==> src/rtl/transform_streamer.sv <==
// Streams one line of character pairs: line table lookup, then one mem word per beat out a valid/ready port.
// Optional TRANSFORM_STREAMER_INVERSE_EN adds a per-line 'inverse' input that swaps lhs/rhs halves.
module transform_streamer #(
    parameter int LINE_W = 6,
    parameter int ADDR_W = 8,
    parameter int LEN_W  = 6,
    parameter int CHAR_W = 8
) (
    input  logic                     clk,
    input  logic                     rst,
    input  logic                     start,
    input  logic [LINE_W-1:0]        line,
`ifdef TRANSFORM_STREAMER_INVERSE_EN
    input  logic                     inverse,
`endif
    output logic                     busy,
    output logic                     done,
    output logic [LINE_W-1:0]        tbl_addr,
    input  logic [ADDR_W+LEN_W-1:0]  tbl_dout,
    output logic [ADDR_W-1:0]        mem_addr,
    input  logic [2*CHAR_W-1:0]      mem_dout,
    output logic                     out_valid,
    input  logic                     out_ready,
    output logic [CHAR_W-1:0]        out_lhs,
    output logic [CHAR_W-1:0]        out_rhs,
    output logic                     out_last
);

    typedef enum logic [2:0] {
        IDLE,
        LOOKUP,
        LOAD,
        READ,
        EMIT,
        FINISH
    } state_t;

    state_t state;
    state_t state_nxt;

    logic [ADDR_W-1:0] ptr;
    logic [LEN_W-1:0]  remaining;
    logic              rd_wait;
    logic              hs;
    logic [ADDR_W-1:0] tbl_start;
    logic [LEN_W-1:0]  tbl_len;
    logic [CHAR_W-1:0] word_hi;
    logic [CHAR_W-1:0] word_lo;

    assign hs        = out_valid & out_ready;
    assign tbl_start = tbl_dout[ADDR_W+LEN_W-1:LEN_W];
    assign tbl_len   = tbl_dout[LEN_W-1:0];
    assign word_hi   = mem_dout[2*CHAR_W-1:CHAR_W];
    assign word_lo   = mem_dout[CHAR_W-1:0];

`ifdef TRANSFORM_STREAMER_INVERSE_EN
    logic inv;

    always_ff @(posedge clk or posedge rst) begin
        if (rst) begin
            inv <= 1'b0;
        end else if (state == IDLE && start) begin
            inv <= inverse;
        end
    end
`endif

    always_ff @(posedge clk or posedge rst) begin
        if (rst) begin
            state <= IDLE;
        end else begin
            state <= state_nxt;
        end
    end

    always_comb begin
        state_nxt = state;
        case (state)
            IDLE:    if (start) state_nxt = LOOKUP;
            LOOKUP:  state_nxt = LOAD;
            LOAD:    state_nxt = (tbl_len == '0) ? FINISH : READ;
            READ:    if (!rd_wait) state_nxt = EMIT;
            EMIT:    if (hs) state_nxt = (remaining == LEN_W'(1)) ? FINISH : READ;
            FINISH:  state_nxt = IDLE;
            default: state_nxt = IDLE;
        endcase
    end

    // mem_addr is advanced to ptr+1 on entry to EMIT, so the next word is already
    // at mem_dout when READ follows a handshake; only the first READ needs rd_wait.
    always_ff @(posedge clk or posedge rst) begin
        if (rst) begin
            busy      <= 1'b0;
            done      <= 1'b0;
            tbl_addr  <= '0;
            mem_addr  <= '0;
            ptr       <= '0;
            remaining <= '0;
            rd_wait   <= 1'b0;
            out_valid <= 1'b0;
            out_last  <= 1'b0;
            out_lhs   <= '0;
            out_rhs   <= '0;
        end else begin
            done <= (state_nxt == FINISH);
            case (state)
                IDLE: begin
                    if (start) begin
                        tbl_addr <= line;
                        busy     <= 1'b1;
                    end
                end
                LOAD: begin
                    ptr       <= tbl_start;
                    remaining <= tbl_len;
                    mem_addr  <= tbl_start;
                    rd_wait   <= 1'b1;
                end
                READ: begin
                    if (rd_wait) begin
                        rd_wait <= 1'b0;
                    end else begin
`ifdef TRANSFORM_STREAMER_INVERSE_EN
                        out_lhs <= inv ? word_lo : word_hi;
                        out_rhs <= inv ? word_hi : word_lo;
`else
                        out_lhs <= word_hi;
                        out_rhs <= word_lo;
`endif
                        out_last  <= (remaining == LEN_W'(1));
                        out_valid <= 1'b1;
                        mem_addr  <= ptr + ADDR_W'(1);
                    end
                end
                EMIT: begin
                    if (hs) begin
                        out_valid <= 1'b0;
                        out_last  <= 1'b0;
                        ptr       <= ptr + ADDR_W'(1);
                        remaining <= remaining - LEN_W'(1);
                    end
                end
                FINISH: begin
                    busy <= 1'b0;
                end
                default: begin
                end
            endcase
        end
    end

endmodule
==> config.mk <==
export PLATFORM = sky130hd
export DESIGN_NAME = transform_streamer
export DESIGN_NICKNAME = d
export VERILOG_FILES = /design/src/rtl/transform_streamer.sv
export SDC_FILE = /design/constraint.sdc
export NUM_CORES = 1
export LEC_CHECK = 0
export ABC_AREA = 1
export CAP_MARGIN = 20
export CORE_MARGIN = 2
export CORE_UTILIZATION = 30
export DETAILED_ROUTE_END_ITERATION = 7
export DONT_BUFFER_PORTS = 1
export GPL_ROUTABILITY_DRIVEN = 0
export SYNTH_ARGS = -nofsm -noshare
export SYNTH_HDL_FRONTEND = slang
export SYNTH_SLANG_ARGS = --single-unit
==> constraint.sdc <==
create_clock -name clk -period 2.1 [get_ports clk]
set_input_delay 0.63 -clock clk [delete_from_list [all_inputs] [get_ports clk]]
set_output_delay 0.63 -clock clk [all_outputs]
set_load 0.05 [all_outputs]
* Yosys cells after proc, flatten, opt, wreduce, memory -nomap -nowiden
Index checks and enable logic that the tools add are counted.
** Storage, ports and cells
- Output and inout port bits :: 34
- Bits in registers :: 52
- Logic and storage cells :: 58
- Input bits :: 40
** Cells by class
- Eq/ne operators :: 10
- Mux-type cells :: 20
- Bitwise operators :: 2
- Reductions and logical operators :: 12
- Add/subtract/negate cells :: 2
** Operator list (count)
- $pmux W8 S2 :: 2
- $mux W8 :: 2
- $mux W3 :: 5
- $pmux W3 S5 :: 1
- $pmux W6 S2 :: 1
- $reduce_and A2 Y1 :: 5
- $eq A3 B3 Y1 const B :: 3
- $add A8 B1 Y8 const B :: 1
- $pmux W1 S2 :: 4
- $reduce_bool A2 Y1 :: 4
- $eq A3 B2 Y1 const B :: 2
- $eq A6 B1 Y1 const B :: 1
- $logic_not A6 Y1 :: 1
- $mux W6 :: 1
- $ne A2 B2 Y1 const B :: 3
- $sub A6 B1 Y6 const B :: 1
- $mux W1 :: 4
- $eq A3 B1 Y1 const B :: 1
- $logic_not A3 Y1 :: 1
- $reduce_and A3 Y1 :: 1
- $and A1 B1 Y1 :: 1
- $not A1 Y1 :: 1

* Depth between registers and ports, before layout
Gate-level depths: netlist of the first run.
- Depth in word-level cells :: 5
- Gate-level depth with buffers :: 9

* Worst setup path before layout of the first run
No wires, ideal clock.
- Path type :: register to register
- Start point :: register out_valid
- End point :: register ptr[1]
- Required time :: 1.978 ns
- Period minus slack after synthesis :: 1.391 ns
- Path slack :: 0.709 ns
- Arrival :: 1.269 ns
- Path buffers :: 0
- Stages on the path, launching flop included :: 8
- Path through :: dfrtp_1 -> nand2_1 -> inv_1 -> nand3_4 -> nand2_4 -> inv_1 -> nand2_1 -> nand2_1
** Between the ends
- Cells in the longest elaborated chain, start to end :: 3
** Ends and longest elaborated chain
- start: declaration :: line 22 : output logic out_valid,
- start signal: assignment :: line 100 : out_valid <= 1'b0;
- start signal: assignment :: line 131 : out_valid <= 1'b1;
- start signal: assignment :: line 137 : out_valid <= 1'b0;
- $and A1 B1 Y1 :: line 50 : assign hs = out_valid & out_ready;
- $ne A2 B2 Y1 (no line)
- $reduce_and A2 Y1 (no line)
- end signal: assignment :: line 114 : ptr <= tbl_start;
- end signal: assignment :: line 139 : ptr <= ptr + ADDR_W'(1);
- end: declaration :: line 41 : logic [ADDR_W-1:0] ptr;
No other way between the ends.
A chain may end at the register's enable or synchronous reset.

* Worst setup path after layout of the first run
- Start point :: register state[1]
- End point :: register done
** Between the ends
- Cells in the longest elaborated chain, start to end :: 3
- Elaborated cells on any way between the ends :: 10
** Ends and longest elaborated chain
- start: declaration :: line 38 : state_t state;
- start signal: assignment :: line 72 : state <= state_nxt;
- $eq A3 B3 Y1, or another cell as far along :: line 78 : case (state)
- $pmux W3 S5 (*) :: line 78
- $eq A3 B3 Y1 (*) :: line 105 : done <= (state_nxt == FINISH);
- end signal: assignment :: line 105
- end: declaration :: line 17 : output logic done,
Mark *: on every way between the ends. The rest lies on a longest branch, timed or not.

==> run_results.csv, run 1 <==
group,metric,value,unit
sta,timing.final.crit_share,80.0,%
power_and_ir_drop,power_frac_clock,11.2,%
route,num_vias,2199,
floorplan,start_util,30.7,%
place,dp_hpwl,4520,um
synth,yosys.area.top_type,"dfrtp_1",
route,first_pass_iters,4,
floorplan,core,8680,um^2
cells_and_area,drive_above_1_share,8.05,%
clock_tree,cts_resized,0,
clock_tree,cts.path.max_buffers,2,
power_and_ir_drop,p_comb_share,34.4,%
clock_tree,postCtsHoldBufs,0,
clock_tree,clk_pin_slew,110,ps
global_routing,grt_first_pass_wirelength,10400,um
floorplan,die_w,98.3,um
power_and_ir_drop,p_sw,3040,uW
floorplan,die_area,9650,um^2
sta,finalSetupTns,0,ps
global_routing,grtUsageTotal,13.3,%
setup_path,worstRegToRegCells,6,
power_and_ir_drop,power.density,1880,nW/um^2
floorplan,ios,74,
setup_path,end_kind,"flop",
route,route.detailed.drc,0,
sta,tightest_slew,506,ps
route,drt_first_iter_violations,99,
setup_path,crit_end,"done$_DFF_PP0_",
cells_and_area,fin_area,2880,um^2
global_routing,gr-usage-met2,21.4,%
synth,ys_ff_latch,52,
power_and_ir_drop,peakVddDrop,0.000748,V
global_routing,gr-total-overflow,0,
synth,ys_warn_count,0,
synth,synth_cells,347,
global_routing,met1_usage,17.2,%
min_path,hold_path.class,"primary input to async pin",
setup_path,reg2reg_slack,420,ps
sta,final_hold_viol_count,0,
clock_tree,htreeDepth,2,
clock_tree,post_cts_buffers,0,
synth,seq_area_frac_synth,48.8,%
route,ant_nets,0,
sta,min_period,1680,ps
route,wire_per_inst,13.9,um
synth,yosys.area.top_type_share,48.8,%
sta,skew,15.9,ps
power_and_ir_drop,power_leakage,0.00144,uW
sta,fmax,0.595,GHz
clock_tree,numCtsBuffers,5,
synth,synth_area_leaders,"dfrtp_1 (49%), nand2_1 (19%), nand3_1 (6.9%)",
power_and_ir_drop,seq_power_share,54.4,%
setup_path,critPathKind,"flop to flop",
setup_path,path_max_fanout,22,
setup_path,required,2330,ps
place,placed_area,2790,um^2
sta,finalMaxSlewViolations,0,
route,wl,6360,um
job,maxCapViolCount,0,
global_routing,grt_pass1_vias,2122,
place,port_buffers,0,
floorplan,die_height,98.3,um
cells_and_area,num-nets-final,390,
sta,setup_viol,0,
sta,rsz0062_at_grt,"false",
route,vias_per_cell,4.82,
global_routing,grtUsageMet3,4.15,%
power_and_ir_drop,power.share.switching,56.1,%
synth,synth_cell_types,28,
setup_path,start_kind,"flop",
setup_path,cp.arrival,1910,ps
synth,syn_nets,390,
synth,postSynthAreaPerCell,7.68,um^2
floorplan,num_rows,34,
cells_and_area,diodes,0,
setup_path,reg2reg_to,"done$_DFF_PP0_",
clock_tree,cts_tree,"yes",
setup_path,crit-reg2reg-launch,"state[1]$_DFF_PP0_",
global_routing,busiest_layer,"met2",
cells_and_area,area_growth,8.17,%
clock_tree,cts-root-buf,"clkbuf_8",
power_and_ir_drop,p_int,2370,uW
global_routing,grt_max_degree,53,
synth,syn-cell-area,2670,um^2
sta,relSlewSlack,66.2,%
clock_tree,clk-insertion-delay-late,310,ps
status,status,"finished, final reports clean",
setup_path,startpoint,"state[1]$_DFF_PP0_",
clock_tree,cts.sinks,52,
global_routing,antenna_found_initial,0,
==> synthesized netlist by cell type (all sizes together) <==
library cell and count:
inv 32, dfrtp 52, o21ai 31, clkbuf 1
o211ai 2, nand3b 1, nor2 22, nand3 39
nand2 137, buf 12, nor3 1, o31ai 1
ha 3, nand4 2, a211oi 1, a21oi 10
==> power groups by stage <==
stage                     registers, uW  logic (uW)  clock network [uW]
final                              2940        1860                 604
after global placement             2960        1820                   0
after global routing               3010        2190                 665
after CTS                          2950        1880                 630
after detailed placement           2960        1870                   0
after floorplan                    2890        1480                   0
==> state kept, by name (all words and copies together), names as in the netlist <==
name	cells
out_lhs	8
busy	1
tbl_addr	6
rd_wait	1
ptr	8
out_last	1
mem_addr	8
done	1
state	3
out_valid	1
remaining	6
out_rhs	8
==> stage by stage <==
stage               hold slack, ps  util [%]  setup WS, ps  total power [uW]  instances
finish                         243      33.2           420              5410        456
global route                   265      33.2           152              5870        456
CTS                            256      33.2           394              5460        456
detailed placement             494      32.1           401              4840        448
global placement               484      32.1           480              4780        448
floorplan                      464         -           212              4370        347
==> worst max-delay path, cell delays in order (launching register included) <==
cell and delay, ps:
dfrtp_1 470, nand2_1 90, nor2_2 310, nand2_2 380, nand2_1 160, nand2_1 80
a21oi_1 120
==> layout make-up <==
| cell class | instances | area (um^2) |
|---|---|---|
| fillers | 937 | 5800 |
| flip-flops and latches | 52 | 1300 |
| multi-input cells | 250 | 1160 |
| well taps | 108 | 135 |
| inverters | 32 | 120 |
| clock buffers | 7 | 86.3 |
| repair buffers | 6 | 70.1 |
| clock inverters | 1 | 7.51 |
==> cell families (layout without fill, tap and decap cells) <==
logic type | Yosys count | count (layout) | share of synthesized area (%)
AO/OA/AOI/OAI | 45 | 45 | 9.30
adder cells (fa/ha/maj) | 3 | 3 | 1.41
buffers and inverters | 45 | 46 | 7.56
flip-flops | 52 | 52 | 48.8
AND/OR/NAND/NOR | 202 | 202 | 32.9
==> cells in the final DEF, fill, tap and decap left out, drive strengths merged <==
cell / instances
a211oi: 1
a21oi: 10
buf: 6
clkbuf: 7
clkinvlp: 1
dfrtp: 52
ha: 3
inv: 32
nand2: 137
nand3: 39
nand3b: 1
nand4: 2
nor2: 22
nor3: 1
o211ai: 2
o21ai: 31
o31ai: 1
==> per-layer routing <==
metal / part of all wire (%) / vias to the layer above
li1: - / 1104
met1: 45 / 1005
met2: 46 / 77
met3: 7.2 / 13
met4: 1.8 / 0
met5: 0 / -
==> worst min-delay path by stage <==
stage                                  start                        to  cells after the start
floorplan           remaining[4]$_DFFE_PP0P_  remaining[4]$_DFFE_PP0P_                      2
detailed placement  remaining[4]$_DFFE_PP0P_  remaining[4]$_DFFE_PP0P_                      2
CTS                                      rst    out_rhs[7]$_DFFE_PP0P_                      2
global route                             rst   mem_addr[1]$_DFFE_PP0P_                      2
finish                                   rst   mem_addr[1]$_DFFE_PP0P_                      2
global placement    remaining[4]$_DFFE_PP0P_  remaining[4]$_DFFE_PP0P_                      2
Power figures use the tool's default switching activity.
==> run 2, diff against run 1 <==
clock period = 1.4 ns   (was 2.1 ns; I/O delays follow)
==> run_results.csv, run 2 (same netlist as run 1, synthesis figures left out) <==
group,metric,value,unit
setup_path,start_kind,"flop",
sta,finalMaxSlewViolations,0,
route,vias_per_cell,4.68,
cells_and_area,fin_area,3100,um^2
global_routing,grt_pass1_vias,2153,
clock_tree,clk-insertion-delay-late,310,ps
route,first_pass_iters,4,
sta,tightest_slew,468,ps
floorplan,ios,74,
setup_path,path_max_fanout,2,
cells_and_area,n_fill_cell,917,
sta,skew,8.17,ps
cells_and_area,multi_input_area,1180,um^2
cells_and_area,final_common_cell,"nand2_1",
sta,min_period,1360,ps
power_and_ir_drop,power_frac_clock,10.3,%
sta,relSlewSlack,68.8,%
global_routing,antenna_found_initial,0,
sta,fin_ws,36.4,ps
place,dpl.cell_count,462,
floorplan,num_rows,34,
sta,timing.final.crit_share,97.4,%
sta,final_hold_viol_count,0,
route,wire_per_inst,13.5,um
floorplan,die_area,9650,um^2
power_and_ir_drop,seq_power_share,51.9,%
power_and_ir_drop,p_comb_share,37.8,%
global_routing,grtUsageTotal,13.7,%
clock_tree,htreeDepth,2,
min_path,holdPathStages,2,
setup_path,cp.arrival,940,ps
place,dp_hpwl,4880,um
sta,rsz0062_at_grt,"true",
place,port_buffers,0,
cells_and_area,drive_above_1_share,22.3,%
clock_tree,numCtsBuffers,5,
setup_path,required,980,ps
floorplan,start_util,30.7,%
power_and_ir_drop,power_leakage,0.00149,uW
clock_tree,clk_pin_slew,100,ps
cells_and_area,num-nets-final,406,
route,wl,6380,um
floorplan,core,8680,um^2
sta,whs,239,ps
cells_and_area,area_growth,16.3,%
place,placed_area,2910,um^2
global_routing,grt_first_pass_wirelength,10700,um
sta,setup_viol,0,
setup_path,end_kind,"output pin",
cells_and_area,final_cell_mix,"nand2_1 (132), nand3_1 (37), dfrtp_2 (31)",
power_and_ir_drop,power.density,2760,nW/um^2
status,status,"finished, final reports clean",
power_and_ir_drop,p_sw,4660,uW
power_and_ir_drop,p_int,3900,uW
clock_tree,cts-root-buf,"clkbuf_8",
cells_and_area,diodes,0,
sta,fmax,0.733,GHz
cells_and_area,fin_cells,472,
global_routing,gr-total-overflow,0,
power_and_ir_drop,peakVddDrop,0.000918,V
route,ant_nets,0,
power_and_ir_drop,power.share.switching,54.5,%
setup_path,path_depth,0,
setup_path,worstRegToRegCells,6,
route,route.detailed.drc,0,
floorplan,die_height,98.3,um
cells_and_area,finish.utilization,35.7,%
job,maxCapViolCount,0,
place,pre_cts_ws,71.0,ps
clock_tree,cts_tree,"yes",
route,drt_first_iter_violations,133,
setup_path,critPathKind,"flop to output pin",
cells_and_area,regArea,1340,um^2
global_routing,grt_max_degree,23,
min_path,hold_path.class,"primary input to flop",
clock_tree,cts.sinks,52,
floorplan,die_w,98.3,um
clock_tree,cts.path.max_buffers,2,
route,num_vias,2211,
[run 2: changes by cell type in the layout (fill, tap and decap cells not counted), sizes merged]
cell,before,now
dlygate4sd3,0,1
clkinvlp,1,2
buf,6,21
clkinv,0,3
inv,32,30
clkbuf,7,5
[run 2: power by group through the flow]
stage	clock network, uW	registers [uW]	logic (uW)
final	881	4450	3240
after global routing	989	4550	3770
after global placement	0	4370	3030
after CTS	928	4380	3120
after floorplan	0	4330	2220
after detailed placement	0	4380	3100
[run 2: repair_timing]
action | CTS | global route
hold buffers | 1 | 0
gates resized for setup | 9 | 35
gates cloned | 0 | 0
pin swaps | 0 | 1
buffers inserted | 0 | 1
hold endpoints to repair | 13 | 0
setup endpoints to repair | 9 | 56
[run 2: cell type report]
class	instances	area share, %
Multi-Input combinational cell	250	38.2
Sequential cell	52	43.2
Clock inverter	3	0.727
Inverter	32	4.16
Timing Repair Buffer	22	7.15
Clock buffer	5	2.22
Tap cell	108	4.36
[run 2: stage by stage]
stage	TNS, ps	total power, uW
final	0	8570
after global routing	-18.3	9310
after CTS	0	8420
after detailed placement	0	7490
after global placement	0	7400
after floorplan	0	6550
[run 2: worst paths after layout]
check	startpoint	end	slack, ps
worst max-delay path	mem_addr[0]$_DFFE_PP0P_	mem_addr[0]	40
worst min-delay path	mem_dout[5]	out_rhs[5]$_DFFE_PP0P_	240
worst max register to register	state[0]$_DFF_PP0_	ptr[1]$_DFFE_PP0P_	100
worst min register to register	mem_addr[5]$_DFFE_PP0P_	mem_addr[5]$_DFFE_PP0P_	510
max in group asynchronous	rst	mem_addr[6]$_DFFE_PP0P_	380
min in group asynchronous	rst	out_valid$_DFFE_PP0P_	570
[run 2: per-layer routing]
| layer | up-vias | routed length (um) | track usage [%] |
|---|---|---|---|
| li1 | 1139 | - | - |
| met3 | 7 | 467 | 4.44 |
| met4 | 0 | 53 | 2.32 |
| met2 | 67 | 3090 | 22.6 |
| met1 | 998 | 2770 | 18.0 |
| met5 | - | 0 | 0 |
